File: config.mk
export PLATFORM = sky130hd
export DESIGN_NAME = uart_rx
export DESIGN_NICKNAME = d
export VERILOG_FILES = /design/src/rtl/uart_rx.sv
export SDC_FILE = /design/constraint.sdc
export NUM_CORES = 1
export LEC_CHECK = 0
export BUFFER_PORTS_ARGS = -buffer_cell sky130_fd_sc_hd__buf_2
export CORE_AREA = 5 5 88 90
export CTS_BUF_LIST = sky130_fd_sc_hd__clkbuf_16
export CTS_CLUSTER_DIAMETER = 150
export DETAILED_ROUTE_END_ITERATION = 10
export DIE_AREA = 0 0 93 95
export GPL_ROUTABILITY_DRIVEN = 0
export PLACE_DENSITY_LB_ADDON = 0.25
export SYNTH_ARGS = -nofsm -noshare
export SYNTH_HDL_FRONTEND = slang
export SYNTH_SLANG_ARGS = --single-unit
File: constraint.sdc
create_clock -name rx_clk -period 1.8 [get_ports rx_clk]
set_input_delay 0.09 -clock rx_clk [delete_from_list [all_inputs] [get_ports rx_clk]]
set_output_delay 0.09 -clock rx_clk [all_outputs]
set_load 0.005 [all_outputs]
File: src/rtl/uart_rx.sv
// uart_rx: oversampling UART receiver for 5-8 data bits, optional parity and 1 or 2 stop bits.
module uart_rx #(
   parameter int OSR = 16
) (
   input  logic       rx_clk,
   input  logic       rst,
   input  logic       rx,
   input  logic [3:0] length,
   input  logic       parity_type,
   input  logic       parity_en,
   input  logic       stop2,
   output logic [7:0] rx_out,
   output logic       rx_done,
   output logic       rx_err,
   output logic       parity_err,
   output logic       frame_err,
   output logic       rx_busy
);
   localparam int CW = $clog2(OSR);
   typedef enum logic [2:0] {IDLE, START, DATA, PARITY, STOP1, STOP2, DONE} state_t;
   state_t state, nxt;
   logic [CW-1:0] cnt;
   logic s1, rxs, rxs_d;
   logic [7:0] shift;
   logic [2:0] idx, last;
   logic pt_l, pen_l, s2_l, perr_w, ferr_w;
   logic half, full, fall, go, commit, exp_par;
   assign fall = rxs_d & ~rxs;
   assign half = cnt == CW'(OSR / 2 - 1);
   assign full = cnt == CW'(OSR - 1);
   assign go = state == START && half && !rxs;
   assign commit = (state == STOP1 || state == STOP2) && nxt == DONE;
   assign exp_par = pt_l ? ^shift : ~^shift;
   always_ff @(posedge rx_clk or negedge rst)
      if (!rst) {s1, rxs, rxs_d} <= 3'b111;
      else {s1, rxs, rxs_d} <= {rx, s1, rxs};
   always_ff @(posedge rx_clk or negedge rst)
      if (!rst) state <= IDLE;
      else state <= nxt;
   always_comb begin
      nxt = state;
      case (state)
         IDLE:    nxt = fall ? START : IDLE;
         START:   nxt = !half ? START : rxs ? IDLE : DATA;
         DATA:    nxt = !(full && idx == last) ? DATA : pen_l ? PARITY : STOP1;
         PARITY:  nxt = full ? STOP1 : PARITY;
         STOP1:   nxt = !full ? STOP1 : s2_l ? STOP2 : DONE;
         STOP2:   nxt = full ? DONE : STOP2;
         default: nxt = IDLE;
      endcase
   end
   always_comb begin
      rx_done = state == DONE;
      rx_busy = state != IDLE;
      rx_err = parity_err | frame_err;
   end
   // Config is latched on a confirmed start bit so it cannot change mid-frame.
   always_ff @(posedge rx_clk or negedge rst)
      if (!rst) begin
         cnt <= '0;
         shift <= '0;
         idx <= '0;
         last <= 3'd7;
         pt_l <= 1'b0;
         pen_l <= 1'b0;
         s2_l <= 1'b0;
         perr_w <= 1'b0;
         ferr_w <= 1'b0;
         rx_out <= '0;
         parity_err <= 1'b0;
         frame_err <= 1'b0;
      end else begin
         cnt <= (state == IDLE || state == DONE || (state == START && half) || full) ? '0 : cnt + 1'b1;
         if (go) begin
            last <= (length >= 4'd5 && length <= 4'd8) ? 3'(length - 4'd1) : 3'd7;
            pt_l <= parity_type;
            pen_l <= parity_en;
            s2_l <= stop2;
            shift <= '0;
            idx <= '0;
            perr_w <= 1'b0;
            ferr_w <= 1'b0;
         end
         if (state == DATA && full) begin
            shift[idx] <= rxs;
            idx <= idx + 1'b1;
         end
         if (state == PARITY && full) perr_w <= rxs ^ exp_par;
         if ((state == STOP1 || state == STOP2) && full && !rxs) ferr_w <= 1'b1;
         if (commit) begin
            rx_out <= shift;
            parity_err <= perr_w;
            frame_err <= ferr_w | ~rxs;
         end
      end
endmodule

# --- Word-level counts from Yosys, hierarchy flattened ---
# Cells that the tools add are included.
totals:
  reg_bits: 39
  in_bits: 10
  output_inout_bits: 13
  wordCells: 83
classes:
  bitwise_logic: 5
  n_addsub: 3
  reduce_logical: 22
  magnitude_cmp: 4
  muxes: 23
  n_eq_ne: 10
ops:
  columns: ["operator", "count"]
  rows:
  - ["two-way mux 3 bit", 6]
  - ["one-hot mux 3 bit (6 select lines)", 1]
  - ["two-way mux 8 bit", 2]
  - ["== test 3 bit (second input constant)", 4]
  - ["logical AND 1 bit", 10]
  - ["two-way mux 2 bit", 5]
  - ["bitwise mux 8 bit", 1]
  - ["XNOR reduction 8 bit", 1]
  - ["parity 8 bit", 1]
  - ["== test 3 x 2 -> 1 bit (second input constant)", 2]
  - ["two-way mux 1 bit", 6]
  - ["nonzero test 2 bit", 3]
  - ["adder 4 x 1 -> 4 bit (second input constant)", 1]
  - ["== test 4 x 3 -> 1 bit (second input constant)", 1]
  - ["== test 4 bit (second input constant)", 1]
  - [">= comparator 4 x 3 -> 1 bit (second input constant)", 1]
  - ["less-or-equal comparator 4 bit (second input constant)", 1]
  - ["logical OR 1 bit", 4]
  - ["< comparator 3 x 4 -> 1 bit (second input constant)", 1]
  - ["two-way mux 4 bit", 1]
  - ["adder 3 x 1 -> 3 bit (second input constant)", 1]
  - ["demux 1 bit (select 3 bit)", 1]
  - ["== test 3 x 1 -> 1 bit (second input constant)", 1]
  - ["== test 3 bit", 1]
  - ["9 further kinds", 10]

# --- Depth between registers and ports, before layout ---
# Gate-level depths: netlist of the first run.
logic_depth:
  depth_word: 6
  ltp_mapped: 6
  mapped_depth_nobuf: 5

# --- Least setup slack after synthesis of the first run ---
# OpenSTA, ideal clock, no wires.
synth_path:
  kind: "register to register"
  startpoint: "register cnt[0]"
  endpoint: "register parity_err"
  required_time_ns: 1.675
  path_buffers: 1
  period_less_slack_ns: 1.630
  stages_incl_launch_ff: 6
  arrival_time_ns: 1.505
  setup_time_ns: 0.125
  slack_ns: 0.170
  path_cell_list: "dfrtp_1 > ha_1 > nand3_2 > nor3_4 > buf_4 > mux2_2"
synth_via:
  elab_chain_len: 6
  elab_cells_between_ends: 11
  cone_classes: "3 x eq/ne; 6 x mux; 2 x reduce/logical"
synth_lines:
  columns: ["element", "line", "text"]
  rows:
  - ["start, declared", "22", "logic [CW-1:0] cnt;"]
  - ["start signal, assigned", "73", "cnt <= (state == IDLE || state == DONE || (state == START && half) || full) ? '0 : cnt + 1'b1;"]
  - ["== test 4 bit", "30", "assign full = cnt == CW'(OSR - 1);"]
  - ["logical AND 1 bit", "45", "DATA: nxt = !(full && idx == last) ? DATA : pen_l ? PARITY : STOP1;"]
  - ["two-way mux 3 bit", "45", null]
  - ["one-hot mux 3 bit (6 select lines) (*)", "42", "case (state)"]
  - ["== test 3 bit (*)", "32", "assign commit = (state == STOP1 || state == STOP2) && nxt == DONE;"]
  - ["logical AND 1 bit (*)", "32", null]
  - ["end signal, assigned", "92", "parity_err <= perr_w;"]
  - ["end, declared", "15", "output logic parity_err,"]
# Mark *: on every way between the ends. The rest lies on a longest branch, timed or not.
# A chain may end at the register's enable or synchronous reset.

# --- Worst setup path after layout of the first run ---
# Ends and elaborated chain as after synthesis.

==> impl_metrics.json, run 1 <==
{
  "status": "finished, final reports clean",
  "synth_edf_count": 0,
  "wl_um": 3950,
  "synth_top_area_share_pct": 41.5,
  "die_y_um": 95,
  "syn-num-nets": 187,
  "hold_slack_ns": 0.0000776,
  "cts_tree": "done",
  "finalSetupViolCount": 0,
  "yosys-top-cells-area": "dfrtp_1 42%, dfstp_2 7.9%, mux2_2 6.8%",
  "fill_cells": 706,
  "grt_overflow": 0,
  "netSwitchingFraction_pct": 29.3,
  "hold_viol": 0,
  "multi_input_area_um2": 933,
  "endpoint_kind": "register",
  "post-route-util_pct": 34.6,
  "finalCritPeriodShare_pct": 93.4,
  "p_int_uw": 1790,
  "drive_gt1_share_pct": 37.3,
  "power_density_nw_per_um2": 1040,
  "drc": 0,
  "slew_violations": 0,
  "hold_path.class": "in -> reg",
  "cts_buffer_depth": 2,
  "num_rows": 31,
  "p_total_uw": 2530,
  "critical_path_buf_inv_count": 1,
  "yosysUniqueCellTypes": 51,
  "fin_tns_setup_ns": 0,
  "syn-instance-count": 173,
  "peakVddDrop_mv": 0.365,
  "synth_most_common_cell": "dfrtp_1",
  "antenna_found_initial": 0,
  "drt_iter0_markers": 47,
  "start_kind": "register",
  "max_freq_mhz": 595,
  "yosysWarnings": 0,
  "tightestPinTransition_ns": 0.495,
  "first_global_vias": 1419,
  "synth-seq-cells": 39,
  "seq_area_um2": 983,
  "path_max_fanout": 12,
  "ant_nets": 0,
  "crit_type": "reg -> reg",
  "grt_max_degree": 40,
  "die_area_um2": 8840,
  "fin_skew_ns": 0.00766,
  "async_flop_share_pct": 100,
  "p_comb_share_pct": 22.8,
  "synth_area_um2": 1990,
  "final.min_clock_period_ns": 1.68,
  "port_buffers": 22,
  "ctsHtreeMaxLevel": 2,
  "critPathSlowestCell": "dfrtp_1",
  "arrival_ns": 1.84,
  "ys_seq_area_share_pct": 49.5,
  "max_stage_delay_ns": 0.36,
  "clock_latency_ns": 0.28,
  "cap_violations": 0,
  "leakage_uw": 0.00116,
  "num_io_pins": 23,
  "post-dp-hpwl_um": 2760,
  "die_width_um": 93,
  "clockPowerShare_pct": 32.4,
  "synthFlopType": "dfrtp_1",
  "cp_top_family": "simple AND/OR/NAND/NOR gates",
  "crit_required_ns": 1.96,
  "wl_per_cell_um": 13.6,
  "post_drt_via_cell_ratio": 4.75,
  "synthTopCellsByCount": "33 x dfrtp_1, 12 x mux2_2, 12 x nor2_1",
  "switching_power_uw": 740,
  "max_slew_margin_pct": 67.0,
  "vias": 1383,
  "grt_first_pass_wirelength_um": 6810,
  "rsz0062_at_grt": "false",
  "synth_top_area_cell": "dfrtp_1",
  "layout.nets": 222,
  "start_util_pct": 28.5,
  "final-instance-count-excl-fill": 291,
  "dr.pass1.iters": 4,
  "areaGrowthSynthToFinish_pct": 21.6,
  "track_usage_pct": 9.80,
  "placed_cells": 281,
  "clock_sinks": 39,
  "syn_area_per_cell_um2": 11.5,
  "p_seq_share_pct": 44.8,
  "path_clk_slew_ns": 0.06,
  "core_area_um2": 6980,
  "antenna_cells": 0,
  "clock-root-buffer": "clkbuf_16",
  "worstPathCellList": "ha_1, nand3_4, nor3_4, buf_12, mux2_2",
  "cts_buffers": 5
}
==> cells in the final DEF (no fill, tap or decap), types with 3 or more instances in the layout <==
| cell | instances |
|---|---|
| dfrtp_1 | 33 |
| ha_1 | 4 |
| buf_4 | 12 |
| clkbuf_16 | 5 |
| nor2b_1 | 4 |
| a21o_1 | 3 |
| buf_2 | 22 |
| inv_1 | 9 |
| nor2_1 | 12 |
| nand3_1 | 3 |
| xnor2_1 | 9 |
| mux2_2 | 12 |
| a31o_2 | 3 |
| o21ai_0 | 3 |
| a31oi_1 | 6 |
| nand2_1 | 6 |
| xor2_1 | 5 |
| a21oi_1 | 10 |
| dfstp_2 | 6 |
==> worst reg2reg max path, stage by stage (launching register included) <==
cell and delay, ns:
dfrtp_1 0.36, ha_1 0.29, nand3_4 0.16, nor3_4 0.25
buf_12 0.16, mux2_2 0.33
==> cells by family after synthesis <==
family | after synthesis | share of synthesized area [%]
xor gates and xnor gates | 15 | 7.30
and+or+nand+nor | 50 | 16.6
adders and majority gates | 4 | 2.52
buffers and inverters | 15 | 4.09
AOI/OAI and AO/OA | 38 | 13.2
muxes | 12 | 6.80
DFF | 39 | 49.5
==> flip-flops by register name, indices dropped and copies added (netlist names) <==
register / count
cnt: 4
ferr_w: 1
frame_err: 1
idx: 3
last: 3
parity_err: 1
pen_l: 1
perr_w: 1
pt_l: 1
rx_out: 8
rxs: 1
rxs_d: 1
s1: 1
s2_l: 1
shift: 8
state: 3
==> routing by layer <==
| metal | up-vias | track usage (%) | routed length, um |
|---|---|---|---|
| met5 | - | 0 | 0 |
| met4 | 0 | 4.27 | 70 |
| met3 | 6 | 2.71 | 134 |
| met2 | 23 | 15.0 | 1810 |
| met1 | 669 | 13.0 | 1940 |
| li1 | 685 | - | - |
==> per-stage QoR <==
stage	instance area [um2]	worst slack, ns
6_report	2420	0.119
5_1_grt	2420	0.0292
4_1_cts	2410	0.0793
3_5_place_dp	2250	0.0963
3_3_place_gp	2250	0.144
2_1_floorplan	1990	0.170
==> path summary, 6_finish.rpt <==
| kind | slack (ns) | to | cells after the start | startpoint |
|---|---|---|---|---|
| worst min-delay path | 0.00008 | last[0] | 2 | length[0] |
| max in group asynchronous | 1.03 | last[1] | 3 | rst |
| worst min register to register | 0.35 | rxs | 0 | s1 |
| min in group asynchronous | 0.40 | rx_out[2] | 3 | rst |
| worst max register to register | 0.12 | parity_err | 5 | cnt[0] |
| worst max-delay path | 0.12 | parity_err | 5 | cnt[0] |
==> power groups by stage <==
| stage | clock [uW] | combinational [uW] | sequential, uW |
|---|---|---|---|
| 2_1_floorplan | 0 | 453 | 1110 |
| 3_3_place_gp | 0 | 568 | 1140 |
| 3_5_place_dp | 0 | 574 | 1140 |
| 4_1_cts | 844 | 579 | 1130 |
| 5_1_grt | 875 | 645 | 1160 |
| 6_report | 819 | 576 | 1130 |
==> layout make-up <==
type / instances / share of cell area, %
clock buffers: 5 / 5.17
clock inverters: 3 / 0.466
inverters: 6 / 0.931
well taps: 82 / 4.24
repair buffers: 37 / 9.93
multi-input cells: 119 / 38.6
flip-flops and latches: 39 / 40.7
==> what timing repair did <==
| action | 4_1_cts | 5_1_grt |
|---|---|---|
| gates resized for setup | 0 | 2 |
| endpoints found under the hold margin | 34 | 0 |
| hold buffers | 2 | 0 |
| buffers inserted | 0 | 0 |
| endpoints found under the setup margin | 0 | 10 |
Power figures use the tool's default switching activity.
==> run 2: changes to the inputs <==
- CORE_AREA: 5 5 88 90 -> 5 5 92 86
- CTS_BUF_LIST: sky130_fd_sc_hd__clkbuf_16 -> sky130_fd_sc_hd__clkbuf_4 sky130_fd_sc_hd__clkbuf_8
- DIE_AREA: 0 0 93 95 -> 0 0 97 91
==> impl_metrics.json, run 2 (synthesis results as in run 1) <==
{
  "num_rows": 29,
  "layout.nets": 221,
  "finalInstanceArea_um2": 2390,
  "post_drt_via_cell_ratio": 4.50,
  "crit_required_ns": 1.98,
  "track_usage_pct": 9.89,
  "dr.pass1.iters": 4,
  "max_slew_margin_pct": 67.2,
  "dr_wl_met2_um": 1640,
  "clock_latency_ns": 0.29,
  "switching_power_uw": 719,
  "max_freq_mhz": 597,
  "vias": 1353,
  "path_max_fanout": 15,
  "cap_violations": 0,
  "fin_skew_ns": 0.00601,
  "hp-start": "parity_en",
  "final.min_clock_period_ns": 1.67,
  "r2r-start": "state[1]",
  "antenna_found_initial": 0,
  "met3_wirelength_um": 170,
  "ctsHtreeMaxLevel": 2,
  "die_area_um2": 8830,
  "start_util_pct": 29.0,
  "arrival_ns": 1.85,
  "finalCritPeriodShare_pct": 93.0,
  "num_io_pins": 23,
  "place_area_um2": 2250,
  "finalSetupViolCount": 0,
  "p_comb_share_pct": 23.7,
  "wl_met1_um": 2110,
  "slew_violations": 0,
  "cts_buffers": 5,
  "path_clk_slew_ns": 0.07,
  "cts_tree": "done",
  "drive_gt1_share_pct": 38.0,
  "clockPowerShare_pct": 28.3,
  "wl_um": 3960,
  "die_y_um": 91,
  "endpoint_kind": "register",
  "ant_nets": 0,
  "tightestPinTransition_ns": 0.493,
  "reg.largest.list": "rx_out (8), shift (8), cnt (4)",
  "hold_path.class": "in -> reg",
  "post-route-util_pct": 34.9,
  "drc": 0,
  "clock-root-buffer": "clkbuf_8",
  "critPathLaunch": "state[1]",
  "first_global_vias": 1372,
  "grt_overflow": 0,
  "start_kind": "register",
  "p_int_uw": 1640,
  "post-dp-hpwl_um": 2770,
  "drt_iter0_markers": 74,
  "grt_first_pass_wirelength_um": 7100,
  "port_buffers": 22,
  "clock_sinks": 39,
  "die_width_um": 97,
  "crit_type": "reg -> reg",
  "layout_commonest_cell": "dfrtp_1",
  "wl_per_cell_um": 13.1,
  "power_density_nw_per_um2": 987,
  "antenna_cells": 0,
  "leakage_uw": 0.00113,
  "netSwitchingFraction_pct": 30.4,
  "status": "finished, final reports clean",
  "grt_max_degree": 40,
  "dr.max_layer_used": "met4",
  "core_area_um2": 6860,
  "fin_tns_setup_ns": 0,
  "hold_viol": 0,
  "p_seq_share_pct": 48.0,
  "areaGrowthSynthToFinish_pct": 20.5,
  "cts_buffer_depth": 2,
  "layout_common_cells": "33 x dfrtp_1, 22 x buf_2, 12 x nor2_1, 12 x mux2_2",
  "rsz0062_at_grt": "false",
  "peakVddDrop_mv": 0.424
}
run 2: worst max-delay path: stages (launching register included):
cell     delay, ns
dfrtp_1       0.43
or2_1         0.33
nor4_4        0.29
buf_12        0.18
mux2_2        0.33
run 2: worst paths after layout:
check	to	slack, ns	depth (start not counted)
worst min-delay path	pen_l	0.03	2
worst min register to register	rxs	0.36	0
min in group asynchronous	rx_out[4]	0.38	3
max in group asynchronous	last[0]	1.05	3
worst max-delay path	s2_l	0.13	4
worst max register to register	s2_l	0.13	4
run 2: per-layer routing:
layer,track usage [%],vias up
met1,14.7,650
met3,2.99,5
met5,0,-
li1,-,677
met4,3.16,0
met2,13.7,21
run 2: through the flow:
stage	setup slack (ns)	hold slack, ns	total power (uW)	std cells
2_1_floorplan	0.170	-0.206	1560	173
3_3_place_gp	0.131	0.180	1690	290
3_5_place_dp	0.0655	0.184	1700	290
4_1_cts	0.0555	0.0241	2380	301
5_1_grt	0.0278	0.0333	2530	301
6_report	0.126	0.0291	2360	301
run 2: what timing repair did:
action,in CTS,in global routing
setup endpoints to repair,0,12
hold buffers,3,0
setup buffers,0,0
hold endpoints to repair,35,0
gates resized for setup,0,2
run 2: power by group through the flow:
stage	sequential, uW	clock, uW	combinational (uW)
final	1130	668	561
after global routing	1160	737	636
after detailed placement	1150	0	551
after floorplan	1110	0	453
after CTS	1130	693	559
after global placement	1150	0	549
run 2: cell type report:
class                   count  area, um2
inverters                   6       22.5
fillers                   701       4460
flip-flops and latches     39        983
clock buffers               8        104
well taps                  93        116
multi-input cells         119        933
repair buffers             36        235
